### src/rtl/nv_clk_gate_en_ctrl_if.sv
// -----------------------------------------------------------------------------
// nv_clk_gate_en_ctrl_if
// Signal bundle between the clock-gate enable controller and the logic that
// feeds it activity / wake requests and consumes the enable and status.
//
// Signals:
//   act_in        [NUM_SRC] per-source busy/pending level
//   wake_req                 level request for a running clock, held until wake_ack
//   cfg_idle_hyst [HYST_W]   idle hysteresis count
//   cfg_override             1 forces the clock on
//   clk_en                   registered enable to the gate cell
//   wake_ack                 1 when the gated clock is guaranteed running
//   gated_status             1 while gated
//   gate_cnt      [CNT_W]    saturating count of gating events
//
// Modports:
//   master - requester side (drives activity/config, reads enable/status)
//   slave  - controller side
// -----------------------------------------------------------------------------
interface nv_clk_gate_en_ctrl_if #(
  parameter int NUM_SRC = 4,
  parameter int HYST_W  = 8,
  parameter int CNT_W   = 16
);
  logic [NUM_SRC-1:0] act_in;
  logic               wake_req;
  logic [HYST_W-1:0]  cfg_idle_hyst;
  logic               cfg_override;
  logic               clk_en;
  logic               wake_ack;
  logic               gated_status;
  logic [CNT_W-1:0]   gate_cnt;

  modport master (
    output act_in, wake_req, cfg_idle_hyst, cfg_override,
    input  clk_en, wake_ack, gated_status, gate_cnt
  );

  modport slave (
    input  act_in, wake_req, cfg_idle_hyst, cfg_override,
    output clk_en, wake_ack, gated_status, gate_cnt
  );
endinterface

### src/rtl/nv_clk_gate_en_ctrl.sv
// -----------------------------------------------------------------------------
// nv_clk_gate_en_ctrl
// Idle-detect controller producing the clk_en input of a clock-gate cell.
// Runs on the ungated clock. After cfg_idle_hyst+1 consecutive idle cycles in
// IDLE_WAIT the enable is dropped; any activity in GATED re-enables the clock
// and wake_ack follows only after WAKE_LAT cycles of settle time.
//
// Ports:
//   clk    - ungated clock
//   reset  - synchronous, active-high reset
//   bus    - nv_clk_gate_en_ctrl_if.slave (activity, wake, config, status)
//
// Build option:
//   NV_CLK_GATE_CTRL_STATS_EN - when defined, gate_cnt counts RUN->GATED
//   entries (saturating); when undefined the counter is absent and gate_cnt
//   reads 0.
// -----------------------------------------------------------------------------
module nv_clk_gate_en_ctrl #(
  parameter int NUM_SRC  = 4,
  parameter int HYST_W   = 8,
  parameter int WAKE_LAT = 2,
  parameter int CNT_W    = 16
) (
  input  logic                  clk,
  input  logic                  reset,
  nv_clk_gate_en_ctrl_if.slave  bus
);

  localparam int WAKE_W = (WAKE_LAT > 1) ? $clog2(WAKE_LAT) : 1;
  localparam logic [WAKE_W-1:0] WAKE_LAST = WAKE_W'(WAKE_LAT - 1);

  typedef enum logic [1:0] {
    RUN       = 2'd0,
    IDLE_WAIT = 2'd1,
    GATED     = 2'd2,
    WAKE      = 2'd3
  } state_t;

  state_t             state_q, state_d;
  logic [HYST_W-1:0]  idle_cnt_q, idle_cnt_d;
  logic [WAKE_W-1:0]  wake_cnt_q, wake_cnt_d;
  logic               clk_en_q, wake_ack_q, gated_status_q;
  logic               gate_evt;
  logic [NUM_SRC-1:0] act_src;
  logic               activity;

  assign act_src  = bus.act_in;
  assign activity = (|act_src) | bus.wake_req | bus.cfg_override;

  always_comb begin
    state_d    = state_q;
    idle_cnt_d = idle_cnt_q;
    wake_cnt_d = wake_cnt_q;
    gate_evt   = 1'b0;
    case (state_q)
      RUN: begin
        if (!activity) begin
          state_d    = IDLE_WAIT;
          idle_cnt_d = '0;
        end
      end
      IDLE_WAIT: begin
        // Activity has priority over hysteresis expiry. The >= compare makes a
        // hysteresis value lowered below the running count gate immediately.
        if (activity) begin
          state_d    = RUN;
          idle_cnt_d = '0;
        end else if (idle_cnt_q >= bus.cfg_idle_hyst) begin
          state_d  = GATED;
          gate_evt = 1'b1;
        end else begin
          idle_cnt_d = idle_cnt_q + 1'b1;
        end
      end
      GATED: begin
        if (activity) begin
          state_d    = WAKE;
          wake_cnt_d = '0;
        end
      end
      WAKE: begin
        // Settle period always runs to completion regardless of activity.
        if (wake_cnt_q == WAKE_LAST) begin
          state_d = RUN;
        end else begin
          wake_cnt_d = wake_cnt_q + 1'b1;
        end
      end
      default: state_d = RUN;
    endcase
  end

  // Outputs are registered from the next state so they line up with it.
  always_ff @(posedge clk) begin
    if (reset) begin
      state_q        <= RUN;
      idle_cnt_q     <= '0;
      wake_cnt_q     <= '0;
      clk_en_q       <= 1'b1;
      wake_ack_q     <= 1'b1;
      gated_status_q <= 1'b0;
    end else begin
      state_q        <= state_d;
      idle_cnt_q     <= idle_cnt_d;
      wake_cnt_q     <= wake_cnt_d;
      clk_en_q       <= (state_d != GATED);
      wake_ack_q     <= (state_d == RUN) || (state_d == IDLE_WAIT);
      gated_status_q <= (state_d == GATED);
    end
  end

  assign bus.clk_en       = clk_en_q;
  assign bus.wake_ack     = wake_ack_q;
  assign bus.gated_status = gated_status_q;

`ifdef NV_CLK_GATE_CTRL_STATS_EN
  logic [CNT_W-1:0] gate_cnt_q, gate_cnt_d;

  // Saturate at all-ones rather than wrap.
  always_comb begin
    gate_cnt_d = gate_cnt_q;
    if (gate_evt && (gate_cnt_q != {CNT_W{1'b1}})) begin
      gate_cnt_d = gate_cnt_q + 1'b1;
    end
  end

  always_ff @(posedge clk) begin
    if (reset) begin
      gate_cnt_q <= '0;
    end else begin
      gate_cnt_q <= gate_cnt_d;
    end
  end

  assign bus.gate_cnt = gate_cnt_q;
`else
  logic unused_gate_evt;
  assign unused_gate_evt = gate_evt;
  assign bus.gate_cnt    = {CNT_W{1'b0}};
`endif

endmodule

### src/flat_wrapper.sv
// flat-port wrapper written by rule: the top's interface ports become plain ports
module nv_clk_gate_en_ctrl_flat 
#(
  parameter int NUM_SRC  = 4,
  parameter int HYST_W   = 8,
  parameter int WAKE_LAT = 2,
  parameter int CNT_W    = 16
)
  (clk, reset, bus_act_in, bus_wake_req, bus_cfg_idle_hyst, bus_cfg_override, bus_clk_en, bus_wake_ack, bus_gated_status, bus_gate_cnt);
  nv_clk_gate_en_ctrl_if #(.NUM_SRC(NUM_SRC), .HYST_W(HYST_W), .CNT_W(CNT_W)) bus_i ();
  input  logic clk;
  input  logic reset;
  input wire logic [$bits(bus_i.act_in)-1:0] bus_act_in;
  input wire logic [$bits(bus_i.wake_req)-1:0] bus_wake_req;
  input wire logic [$bits(bus_i.cfg_idle_hyst)-1:0] bus_cfg_idle_hyst;
  input wire logic [$bits(bus_i.cfg_override)-1:0] bus_cfg_override;
  output wire logic [$bits(bus_i.clk_en)-1:0] bus_clk_en;
  output wire logic [$bits(bus_i.wake_ack)-1:0] bus_wake_ack;
  output wire logic [$bits(bus_i.gated_status)-1:0] bus_gated_status;
  output wire logic [$bits(bus_i.gate_cnt)-1:0] bus_gate_cnt;
  assign bus_i.act_in = bus_act_in;
  assign bus_i.wake_req = bus_wake_req;
  assign bus_i.cfg_idle_hyst = bus_cfg_idle_hyst;
  assign bus_i.cfg_override = bus_cfg_override;
  assign bus_clk_en = bus_i.clk_en;
  assign bus_wake_ack = bus_i.wake_ack;
  assign bus_gated_status = bus_i.gated_status;
  assign bus_gate_cnt = bus_i.gate_cnt;
  nv_clk_gate_en_ctrl #(.NUM_SRC(NUM_SRC), .HYST_W(HYST_W), .WAKE_LAT(WAKE_LAT), .CNT_W(CNT_W)) u_core (.clk(clk), .reset(reset), .bus(bus_i));
endmodule
### config.mk
export PLATFORM = sky130hd
export DESIGN_NAME = nv_clk_gate_en_ctrl_flat
export DESIGN_NICKNAME = d
export VERILOG_FILES = /design/src/rtl/nv_clk_gate_en_ctrl_if.sv /design/src/rtl/nv_clk_gate_en_ctrl.sv /design/src/flat_wrapper.sv
export SDC_FILE = /design/constraint.sdc
export NUM_CORES = 1
export LEC_CHECK = 0
export CORE_MARGIN = 2
export CORE_UTILIZATION = 37
export DETAILED_ROUTE_END_ITERATION = 7
export GPL_TIMING_DRIVEN = 0
export HOLD_SLACK_MARGIN = 0.05
export MAX_ROUTING_LAYER = met4
export PLACE_DENSITY = 0.77
export SLEW_MARGIN = 20
export SYNTH_ARGS = -nofsm -noshare
export SYNTH_HDL_FRONTEND = slang
export SYNTH_SLANG_ARGS = --single-unit
### constraint.sdc
create_clock -name clk -period 4.5 [get_ports clk]
set_input_delay 1.35 -clock clk [delete_from_list [all_inputs] [get_ports clk]]
set_output_delay 1.35 -clock clk [all_outputs]
set_load 0.01 [all_outputs]
==> impl_metrics.env <==
export IMPL_worstPathArrival_ps=3500
export IMPL_drv_cap=0
export IMPL_status="finished clean"
export IMPL_timing_worst_setup_path_type="in2reg"
export IMPL_die_w_um=58.4
export IMPL_ys_warn_count=0
export IMPL_setup_worst_path_end_class="flop"
export IMPL_ratio_of_cells_with_drive_above_1_in_the_final_layout=0.165
export IMPL_final_min_clock_period_ps=3290
export IMPL_critical_path_max_fanout=2
export IMPL_worst_slew_margin_rel=0.611
export IMPL_worstHoldPathType="reg2reg"
export IMPL_post_synth_num_cell_types=42
export IMPL_syn_to_final_growth_pct=28.5
export IMPL_core_rowCount=19
export IMPL_post_synth_instance_area_sq_um=1090
export IMPL_worst_r2r_startpoint="u_core.idle_cnt_q[0]"
export IMPL_number_of_buffers_added_for_setup_after_cts=0
export IMPL_drc=0
export IMPL_stdcell_area_sq_um=1410
export IMPL_die_h_um=58.4
export IMPL_final_setup_skew_ps=6.38
export IMPL_synth_ff_latch_count=14
export IMPL_detail_route_iter0_violations=23
export IMPL_max_freq_mhz=304
export IMPL_antennaDiodeCount=0
export IMPL_cellLeakagePower_nw=0.602
export IMPL_finalMaxSlewViolations=0
export IMPL_detailroute_via_count=1014
export IMPL_power_per_cell_area_nw_per_um2=186
export IMPL_worst_pin_slew_ps=569
export IMPL_totalPowerFinal_mw=0.261
export IMPL_htree_levels=1
export IMPL_sequence_of_cells_on_the_critical_path="clkdlybuf4s50_1 > ha_1 > nand2b_1 > a2111oi_2 > o41ai_1 > a2111oi_0 > mux2i_1"
export IMPL_yosys_area_top_type="dfxtp_1"
export IMPL_firstDrtPassIters=4
export IMPL_post_synth_cell_area_avg_sq_um=8.23
export IMPL_grt_met2_usage=0.295
export IMPL_layout_cells_most_common="clkdlybuf4s50_1"
export IMPL_grt_total_usage=0.156
export IMPL_dpl_hpwl_um=1880
export IMPL_grt_ovfl_total=0
export IMPL_clock_sinks=14
export IMPL_post_synth_main_area_contributors="dfxtp_1, buf_4, ha_1"
export IMPL_clock_tree_from_tritoncts="done"
export IMPL_top_level_ports=35
export IMPL_io_buffer_count=18
export IMPL_detailed_place_area_sq_um=1370
export IMPL_detail_route_vias_per_cell=5.04
export IMPL_global_route_peak_usage_layer="met2"
export IMPL_grt_pass1_wl_um=4150
export IMPL_postSynthCellCount=133
export IMPL_clock_transition_at_the_register_clock_pins_on_the_worst_setup_and_hold_paths_after_cts_ps=80
export IMPL_grtUsageMet3=0.0198
export IMPL_routabilityCongestion=0.847
export IMPL_die_area_sq_um=3410
export IMPL_detail_route_wl_per_cell_um=11.3
export IMPL_setup_repair_after_global_routing_missed_its_margin="no"
export IMPL_critical_path_required_ps=4710
export IMPL_largest_net_degree_at_the_start_of_global_routing=11
export IMPL_setup_worst_path_start_class="input pin"
export IMPL_final_antenna_net_count=0
export IMPL_max_clock_path_buffers=2
export IMPL_placeableCoreArea_sq_um=2780
export IMPL_timing_setup_tns_ps=0
export IMPL_max_ir_drop_vdd_mv=0.117
export IMPL_clock_root_buffer="clkbuf_4"
export IMPL_gr_usage_met1=0.166
export IMPL_finalSetupViolations=0
export IMPL_hp_start="u_core.idle_cnt_q[3]"
export IMPL_initial_cell_density_of_the_core=0.394
export IMPL_layout_common_cells="clkdlybuf4s50_1, buf_4, conb_1"
export IMPL_tritoncts_num_buffers=3
export IMPL_slowest_stage_delay_cp_ps=550
export IMPL_crit_path_start="bus_cfg_idle_hyst[0]"
export IMPL_hold_violations=0
export IMPL_number_of_global_route_vias_before_repair=1019
export IMPL_detail_route_wirelength_um=2270
export IMPL_synth_largest_type_area_fraction=0.256
export IMPL_grt_antenna_before_repair=0
export IMPL_clk_insertion_delay_late_ps=280
export IMPL_critical_path_slowest_cell="a2111oi_0"
export IMPL_number_of_hold_buffers_added_after_cts=0
export IMPL_synth_yosys_seq_area_share=0.256
export IMPL_net_count_reported_at_finish=196
export IMPL_postCtsResizedCells=0
export IMPL_finalCritPeriodShare=0.730
worst paths after layout:
kind	to	slack [ps]	depth (start not counted)
worst max-delay path	u_core.idle_cnt_q[2]	1210	7
worst min-delay path	u_core.idle_cnt_q[3]	520	2
worst max register to register	u_core.idle_cnt_q[2]	2230	7
worst min register to register	u_core.idle_cnt_q[3]	520	2
metrics by stage:
stage / hold WS (ps) / cells / setup slack, ps / utilization
floorplan: 463 / 148 / 1510 / -
global placement: 491 / 197 / 1020 / 0.493
detailed placement: 502 / 197 / 927 / 0.493
CTS: 515 / 201 / 1170 / 0.506
global route: 556 / 201 / 968 / 0.506
finish: 515 / 201 / 1210 / 0.506
synthesized netlist by cell type:
cell type / n
buf_4: 16
nand2_1: 15
dfxtp_1: 14
ha_1: 9
inv_1: 9
nand2b_1: 9
a21oi_1: 6
nor2_1: 5
and3_1: 4
mux2i_1: 4
nand3_1: 4
clkbuf_1: 3
a211oi_2: 2
a21oi_2: 2
o21a_1: 2
o2bb2ai_1: 2
or4_1: 2
a2111o_1: 1
a2111oi_0: 1
a2111oi_2: 1
a211o_1: 1
a211oi_1: 1
a21boi_1: 1
a22oi_1: 1
a311o_1: 1
a32oi_1: 1
and2_1: 1
buf_1: 1
buf_2: 1
conb_1: 1
nor2b_1: 1
nor3_1: 1
nor4_1: 1
nor4_4: 1
nor4b_1: 1
o21ai_0: 1
o21ai_1: 1
o31ai_1: 1
o41ai_1: 1
or2_1: 1
or2_2: 1
or4b_1: 1
registers in the layout, summed over array words and instances, names as in the netlist:
register	cells
u_core.bus.clk_en	1
u_core.bus.gated_status	1
u_core.bus.wake_ack	1
u_core.idle_cnt_q	8
u_core.state_q	2
u_core.wake_cnt_q	1
metal layers:
layer  up-vias  wire, um
met3         4        86
met4         0        25
met5         -         0
met1       471       926
li1        509         -
met2        30      1230
critical path, delay by kind of cell:
family / cells / cell delay (ps)
simple gates: 1 / 160
compound gates: 3 / 1070
buf+inv: 1 / 400
mux: 1 / 240
fa+ha+maj: 1 / 280
power breakdown:
group | total (mW) | leakage [nW] | internal [mW] | switching [mW]
Clock | 0.0919 | 0.0210 | 0.0492 | 0.0426
Combinational | 0.0457 | 0.468 | 0.0260 | 0.0197
Sequential | 0.124 | 0.113 | 0.124 | 0.0000154
cells by family (layout without fill, tap and decap cells):
group                    Yosys count  in the layout  share of synthesized area
AND/OR/NAND/NOR                   48             48                      0.245
buffers and inverters             30             52                      0.159
AO/OA/AOI/OAI                     27             27                      0.198
flip-flops                        14             14                      0.256
adder cells (fa/ha/maj)            9              9                      0.103
multiplexers                       4              4                     0.0366
other                              1             16                    0.00343
final cells by class:
cell class | count | area, sq um
Buffer | 21 | 140
Tap cell | 31 | 38.8
Clock buffer | 4 | 36.3
Inverter | 9 | 33.8
Multi-Input combinational cell | 104 | 697
Fill cell | 261 | 1380
Sequential cell | 14 | 280
Timing Repair Buffer | 18 | 180
No activity file was read; power rests on OpenSTA's default activity.
